[config.mk]
export PLATFORM = sky130hd
export DESIGN_NAME = mem_bus_arbiter
export DESIGN_NICKNAME = d
export VERILOG_FILES = /design/src/rtl/mem_bus_arbiter_pkg.sv /design/src/rtl/arb_timeout.sv /design/src/rtl/mem_bus_arbiter.sv
export SDC_FILE = /design/constraint.sdc
export NUM_CORES = 1
export LEC_CHECK = 0
export BUFFER_PORTS_ARGS = -buffer_cell sky130_fd_sc_hd__buf_2
export CORE_MARGIN = 5
export CORE_UTILIZATION = 27
export CTS_CLUSTER_SIZE = 28
export DETAILED_ROUTE_END_ITERATION = 10
export PLACE_DENSITY_LB_ADDON = 0.08
export SYNTH_ARGS = -nofsm -noshare
export SYNTH_HDL_FRONTEND = slang
export SYNTH_SLANG_ARGS = --single-unit
[constraint.sdc]
create_clock -name clk -period 5.1 [get_ports clk]
set_input_delay 0.255 -clock clk [delete_from_list [all_inputs] [get_ports clk]]
set_output_delay 0.255 -clock clk [all_outputs]
set_load 0.05 [all_outputs]
[src/rtl/mem_bus_arbiter_pkg.sv]
// Shared definitions for the memory bus arbiter: state and owner encodings, bus widths and
// the fixed-priority pick used in IDLE.
package mem_bus_arbiter_pkg;

  typedef enum logic [1:0] {
    ArbIdle = 2'b00,
    ArbBusy = 2'b01,
    ArbDone = 2'b10
  } arb_state_e;

  typedef enum logic {
    OwnerVga = 1'b0,
    OwnerCpu = 1'b1
  } owner_e;

  localparam int unsigned BusAw = 32;
  localparam int unsigned BusDw = 32;
  localparam int unsigned TmoW  = 4;

  // VGA wins unless the CPU is waiting and VGA has used up its burst allowance.
  function automatic owner_e arb_pick(logic m0_req, logic m1_req, logic streak_full);
    if (m0_req && !(m1_req && streak_full)) begin
      return OwnerVga;
    end
    return OwnerCpu;
  endfunction

endpackage

[src/rtl/arb_timeout.sv]
// 4-bit loadable down-counter; expired is high while the count sits at zero.
module arb_timeout
  import mem_bus_arbiter_pkg::*;
(
  input  logic            clk,
  input  logic            reset,
  input  logic            load,
  input  logic            en,
  input  logic [TmoW-1:0] load_val,
  output logic            expired
);

  logic [TmoW-1:0] count_q;

  always_ff @(posedge clk or negedge reset) begin
    if (!reset) begin
      count_q <= '0;
    end else if (load) begin
      count_q <= load_val;
    end else if (en && (count_q != '0)) begin
      count_q <= count_q - 1'b1;
    end
  end

  assign expired = (count_q == '0);

endmodule

[src/rtl/mem_bus_arbiter.sv]
// Two-master arbiter for the single memory port: VGA scanout (m0) has priority, the CPU (m1)
// gets a guaranteed slot after VGA_BURST_MAX contested VGA grants. One access in flight.
module mem_bus_arbiter
  import mem_bus_arbiter_pkg::*;
#(
  parameter int unsigned AW            = BusAw,
  parameter int unsigned DW            = BusDw,
  parameter int unsigned VGA_BURST_MAX = 4,
  parameter int unsigned TIMEOUT       = 15
) (
  input  logic          clk,
  input  logic          reset,
  input  logic          m0_req,
  input  logic [AW-1:0] m0_addr,
  output logic          m0_ack,
  output logic [DW-1:0] m0_rdata,
  input  logic          m1_req,
  input  logic          m1_we,
  input  logic [AW-1:0] m1_addr,
  input  logic [DW-1:0] m1_wdata,
  output logic          m1_ack,
  output logic [DW-1:0] m1_rdata,
  output logic          m1_err,
  output logic          mem_req,
  output logic          mem_we,
  output logic [AW-1:0] mem_addr,
  output logic [DW-1:0] mem_wdata,
  input  logic          mem_ready,
  input  logic [DW-1:0] mem_rdata
);

  localparam int unsigned SW = (VGA_BURST_MAX > 0) ? $clog2(VGA_BURST_MAX + 1) : 1;

  arb_state_e    state_q, state_d;
  owner_e        owner_q, owner_d;
  logic [SW-1:0] streak_q, streak_d;
  logic          m0_ack_q, m0_ack_d;
  logic [DW-1:0] m0_rdata_q, m0_rdata_d;
  logic          m1_ack_q, m1_ack_d;
  logic [DW-1:0] m1_rdata_q, m1_rdata_d;
  logic          m1_err_q, m1_err_d;
  logic          mem_req_q, mem_req_d;
  logic          mem_we_q, mem_we_d;
  logic [AW-1:0] mem_addr_q, mem_addr_d;
  logic [DW-1:0] mem_wdata_q, mem_wdata_d;

  logic          streak_full;
  owner_e        grant;
  logic [DW-1:0] done_data;
  logic          tmo_load, tmo_en, tmo_expired;

  assign streak_full = (streak_q == SW'(VGA_BURST_MAX));

  // Loaded with TIMEOUT-1 so that exactly TIMEOUT BUSY cycles elapse before the abort.
  arb_timeout u_timeout (
    .clk      (clk),
    .reset    (reset),
    .load     (tmo_load),
    .en       (tmo_en),
    .load_val (TmoW'(TIMEOUT - 1)),
    .expired  (tmo_expired)
  );

  always_comb begin
    state_d     = state_q;
    owner_d     = owner_q;
    streak_d    = streak_q;
    m0_ack_d    = 1'b0;
    m0_rdata_d  = m0_rdata_q;
    m1_ack_d    = 1'b0;
    m1_rdata_d  = m1_rdata_q;
    m1_err_d    = 1'b0;
    mem_req_d   = mem_req_q;
    mem_we_d    = mem_we_q;
    mem_addr_d  = mem_addr_q;
    mem_wdata_d = mem_wdata_q;
    grant       = OwnerVga;
    done_data   = '0;
    tmo_load    = 1'b0;
    tmo_en      = 1'b0;

    case (state_q)
      ArbIdle: begin
        if (m0_req || m1_req) begin
          grant     = arb_pick(m0_req, m1_req, streak_full);
          owner_d   = grant;
          state_d   = ArbBusy;
          mem_req_d = 1'b1;
          tmo_load  = 1'b1;
          if (grant == OwnerVga) begin
            mem_we_d    = 1'b0;
            mem_addr_d  = m0_addr;
            mem_wdata_d = '0;
            if (!m1_req) begin
              streak_d = '0;
            end else if (!streak_full) begin
              streak_d = streak_q + 1'b1;
            end
          end else begin
            mem_we_d    = m1_we;
            mem_addr_d  = m1_addr;
            mem_wdata_d = m1_wdata;
            streak_d    = '0;
          end
        end
      end
      ArbBusy: begin
        // Ready takes precedence over a simultaneous timeout.
        if (mem_ready || tmo_expired) begin
          done_data = mem_ready ? mem_rdata : '0;
          state_d   = ArbDone;
          mem_req_d = 1'b0;
          if (owner_q == OwnerVga) begin
            m0_ack_d   = 1'b1;
            m0_rdata_d = done_data;
          end else begin
            m1_ack_d   = 1'b1;
            m1_rdata_d = mem_we_q ? '0 : done_data;
            m1_err_d   = !mem_ready;
          end
        end else begin
          tmo_en = 1'b1;
        end
      end
      ArbDone: begin
        state_d = ArbIdle;
      end
      default: begin
        state_d   = ArbIdle;
        mem_req_d = 1'b0;
      end
    endcase
  end

  always_ff @(posedge clk or negedge reset) begin
    if (!reset) begin
      state_q     <= ArbIdle;
      owner_q     <= OwnerVga;
      streak_q    <= '0;
      m0_ack_q    <= 1'b0;
      m0_rdata_q  <= '0;
      m1_ack_q    <= 1'b0;
      m1_rdata_q  <= '0;
      m1_err_q    <= 1'b0;
      mem_req_q   <= 1'b0;
      mem_we_q    <= 1'b0;
      mem_addr_q  <= '0;
      mem_wdata_q <= '0;
    end else begin
      state_q     <= state_d;
      owner_q     <= owner_d;
      streak_q    <= streak_d;
      m0_ack_q    <= m0_ack_d;
      m0_rdata_q  <= m0_rdata_d;
      m1_ack_q    <= m1_ack_d;
      m1_rdata_q  <= m1_rdata_d;
      m1_err_q    <= m1_err_d;
      mem_req_q   <= mem_req_d;
      mem_we_q    <= mem_we_d;
      mem_addr_q  <= mem_addr_d;
      mem_wdata_q <= mem_wdata_d;
    end
  end

  assign m0_ack    = m0_ack_q;
  assign m0_rdata  = m0_rdata_q;
  assign m1_ack    = m1_ack_q;
  assign m1_rdata  = m1_rdata_q;
  assign m1_err    = m1_err_q;
  assign mem_req   = mem_req_q;
  assign mem_we    = mem_we_q;
  assign mem_addr  = mem_addr_q;
  assign mem_wdata = mem_wdata_q;

endmodule

==> impl_metrics.tcl <==
set metrics [dict create \
    yosys_register_bits 143 \
    max_stage_delay_ns 0.76 \
    ys_seq_area_share_pct 59.7 \
    ant_nets 0 \
    first_global_vias 5679 \
    die-area_sq_um 25300 \
    crit_path_max_fanout 102 \
    cpMostUsedCell "buf_4" \
    fp.dieW_microns 159 \
    gp_congestion 0.778 \
    synth_warnings 0 \
    worstMarginPinSlew_ns 1.19 \
    portBuffers 266 \
    dpl-instance-area_sq_um 7470 \
    critPathArrivalTime_ns 3.01 \
    final_nets 886 \
    fin_tns_setup_ns 0 \
    clk_latency_ns 0.41 \
    leakage_nw 4.03 \
    rsz0062_at_grt "no" \
    ctsHtreeMaxLevel 4 \
    area_delta_synth_final_pct 34.8 \
    syn_inst 508 \
    start_kind "register" \
    cpLargestDelayFamily "buffers and inverters" \
    cts_tree "yes" \
    path_buf_inv 2 \
    drt-total-wl_microns 19700 \
    clkTransAtPathRegs_ns 0.06 \
    hp-class "primary input to register" \
    synth.avg_cell_area_sq_um 11.8 \
    fp.coreArea_sq_um 21800 \
    design_area_sq_um 8080 \
    grt_max_degree 103 \
    grt_use_total_pct 15.4 \
    grt_util_met3_pct 6.08 \
    syn-num-nets 645 \
    ioPinCount 267 \
    slew_violations 0 \
    final_util_pct 37.0 \
    fin_worst_skew_ns 0.0119 \
    met1_usage_pct 20.1 \
    cts_buffer_depth 2 \
    post_drt_wl_per_cell_microns 18.9 \
    grt.busiest_layer "met2" \
    fin_crit_sh_pct 54.0 \
    path_cells "nor2_4 -> buf_4 -> nand2_1 -> buf_4 -> o2bb2ai_1" \
    cts.sink_count 143 \
    synth_edf_count 0 \
    status "finished clean" \
    worstSetupPathType "register to register" \
    synth_async_sr_flop_share_pct 100 \
    dr_total_vias 5179 \
    endpoint_kind "register" \
    numCtsBuffers 17 \
    synth-main-ff-cell "dfrtp_1" \
    dr.pass1.iters 4 \
    fp.dieH_microns 159 \
    cts_root_buf "clkbuf_16" \
    post-route-drc-count 0 \
    cp_slowest_cell "buf_4" \
    viasPerCell 4.98 \
    synth_area_sq_um 6000 \
    relSlewSlack_pct 20.5 \
    ys_types 36 \
    cts_resized 0 \
    hpwl_microns 12900 \
    std_cell_rows 54 \
    period_needed_ns 2.75 \
    num_antenna_cells 0 \
    setup_viol 0 \
    maxCapViolCount 0 \
    grt_pass1_wl_microns 31900 \
    cellPowerDensity_nw_per_um2 804 \
    grt-ovfl-total 0 \
    hold_viol 0 \
    fmax_mhz 363 \
    grtUsageMet2_pct 23.5 \
    post-place-ws_ns 2.09 \
    initial_core_util_pct 27.5 \
    drt_iter0_markers 231 \
    fin_ws_ns 2.35 \
    critical_path_required_ns 5.36 \
    fillCellCount 2226 \
    drive_above_1_share_pct 41.8 \
    ir_drop_v 0.000287 \
    antenna_found_initial 2 \
]
## placed cells by master (no fill, tap or decap), types with 2 or more instances in the layout
| cell type | Yosys | final |
|---|---|---|
| buf_2 | 14 | 265 |
| dfrtp_1 | 143 | 143 |
| nand3_1 | 68 | 68 |
| a22o_1 | 61 | 61 |
| inv_1 | 40 | 40 |
| o2bb2ai_1 | 34 | 34 |
| nand4_1 | 32 | 32 |
| o221ai_1 | 32 | 32 |
| clkbuf_16 | 0 | 17 |
| buf_4 | 3 | 10 |
| nand2_1 | 5 | 5 |
| a21oi_1 | 4 | 4 |
| clkinvlp_4 | 0 | 4 |
| a31oi_1 | 3 | 3 |
| a22o_2 | 3 | 3 |
| ha_1 | 3 | 3 |
| bufinv_16 | 0 | 3 |
| o22ai_1 | 2 | 2 |
| o21ai_0 | 2 | 2 |
| a21o_2 | 2 | 2 |
| nor2b_1 | 2 | 2 |
| clkinv_2 | 0 | 2 |
| clkbuf_8 | 0 | 2 |
## cell usage after synthesis, types with 4 or more instances
master	instances	area share (%)
dfrtp_1	143	60
nand3_1	68	5.7
a22o_1	61	8.9
inv_1	40	2.5
o2bb2ai_1	34	5.0
nand4_1	32	3.3
o221ai_1	32	4.7
clkbuf_1	27	1.7
buf_2	14	1.2
buf_6	5	0.94
nand2_1	5	0.31
a21oi_1	4	0.33
## final timing paths
check | startpoint | end | slack (ns) | depth (start not counted)
max in group asynchronous | reset | m0_rdata[3] | 3.26 | 3
min in group asynchronous | reset | m1_rdata[6] | 0.45 | 2
worst max register to register | state_q[0] | mem_wdata[26] | 2.35 | 5
worst min register to register | mem_wdata[20] | mem_wdata[20] | 0.48 | 1
worst max-delay path | state_q[0] | mem_wdata[26] | 2.35 | 5
worst min-delay path | mem_ready | m1_err | 0.04 | 2
## state kept, by name, summed over array words and instances (netlist names)
register	count
m0_rdata	32
m1_rdata	32
mem_addr	32
mem_wdata	32
u_timeout.count_q	4
streak_q	3
state_q	2
m0_ack	1
m1_ack	1
m1_err	1
mem_req	1
mem_we	1
owner_q	1
## kinds of logic after synthesis
family | count (synthesis) | share of synthesized area (%)
adders and majority gates | 3 | 0.626
and+or+nand+nor | 120 | 11.0
buffers and inverters | 95 | 7.62
DFF | 143 | 59.7
AOI/OAI and AO/OA | 147 | 21.1
## routing by layer
layer  part of all wire [%]  wire [microns]
met4                    1.5             295
met1                     45            8810
met5                   0.14              27
met2                     45            8820
met3                    8.8            1740
## final cells by class
| type | instances | area (sq um) | area share [%] |
|---|---|---|---|
| Tap cell | 280 | 350 | 4.34 |
| Sequential cell | 143 | 3580 | 44.3 |
| Multi-Input combinational cell | 270 | 1980 | 24.5 |
| Timing Repair Buffer | 277 | 1420 | 17.6 |
| Clock buffer | 20 | 457 | 5.65 |
| Clock inverter | 10 | 139 | 1.72 |
| Inverter | 40 | 150 | 1.86 |
## metrics by stage
| step | std cells | power [mW] | hold WS [ns] |
|---|---|---|---|
| global route | 1040 | 6.85 | 0.0413 |
| CTS | 1040 | 6.59 | 0.0136 |
| detailed placement | 1009 | 5.28 | 0.369 |
| finish | 1040 | 6.49 | 0.0372 |
| floorplan | 508 | 4.43 | -0.0406 |
| global placement | 1009 | 5.25 | 0.356 |
## power by group
part / leakage, nW / internal, mW / switching, mW / total [mW]
registers: 1.80 / 1.62 / 0.271 / 1.89
clock network: 0.280 / 0.789 / 0.486 / 1.27
logic: 1.95 / 0.844 / 2.48 / 3.33
## repair_timing
item | 4_1_cts | 5_1_grt
setup buffers | 0 | 0
endpoints found under the hold margin | 81 | 0
setup endpoints to repair | 0 | 0
hold buffers | 1 | 0
## worst reg2reg max path, delay by kind of cell, from the launching register on
family,cells,cell delay [ns]
and+or+nand+nor,2,0.85
buffers and inverters,2,1.18
AOI/OAI and AO/OA,1,0.16
DFF,1,0.42
No activity file was read; power rests on OpenSTA's default activity.
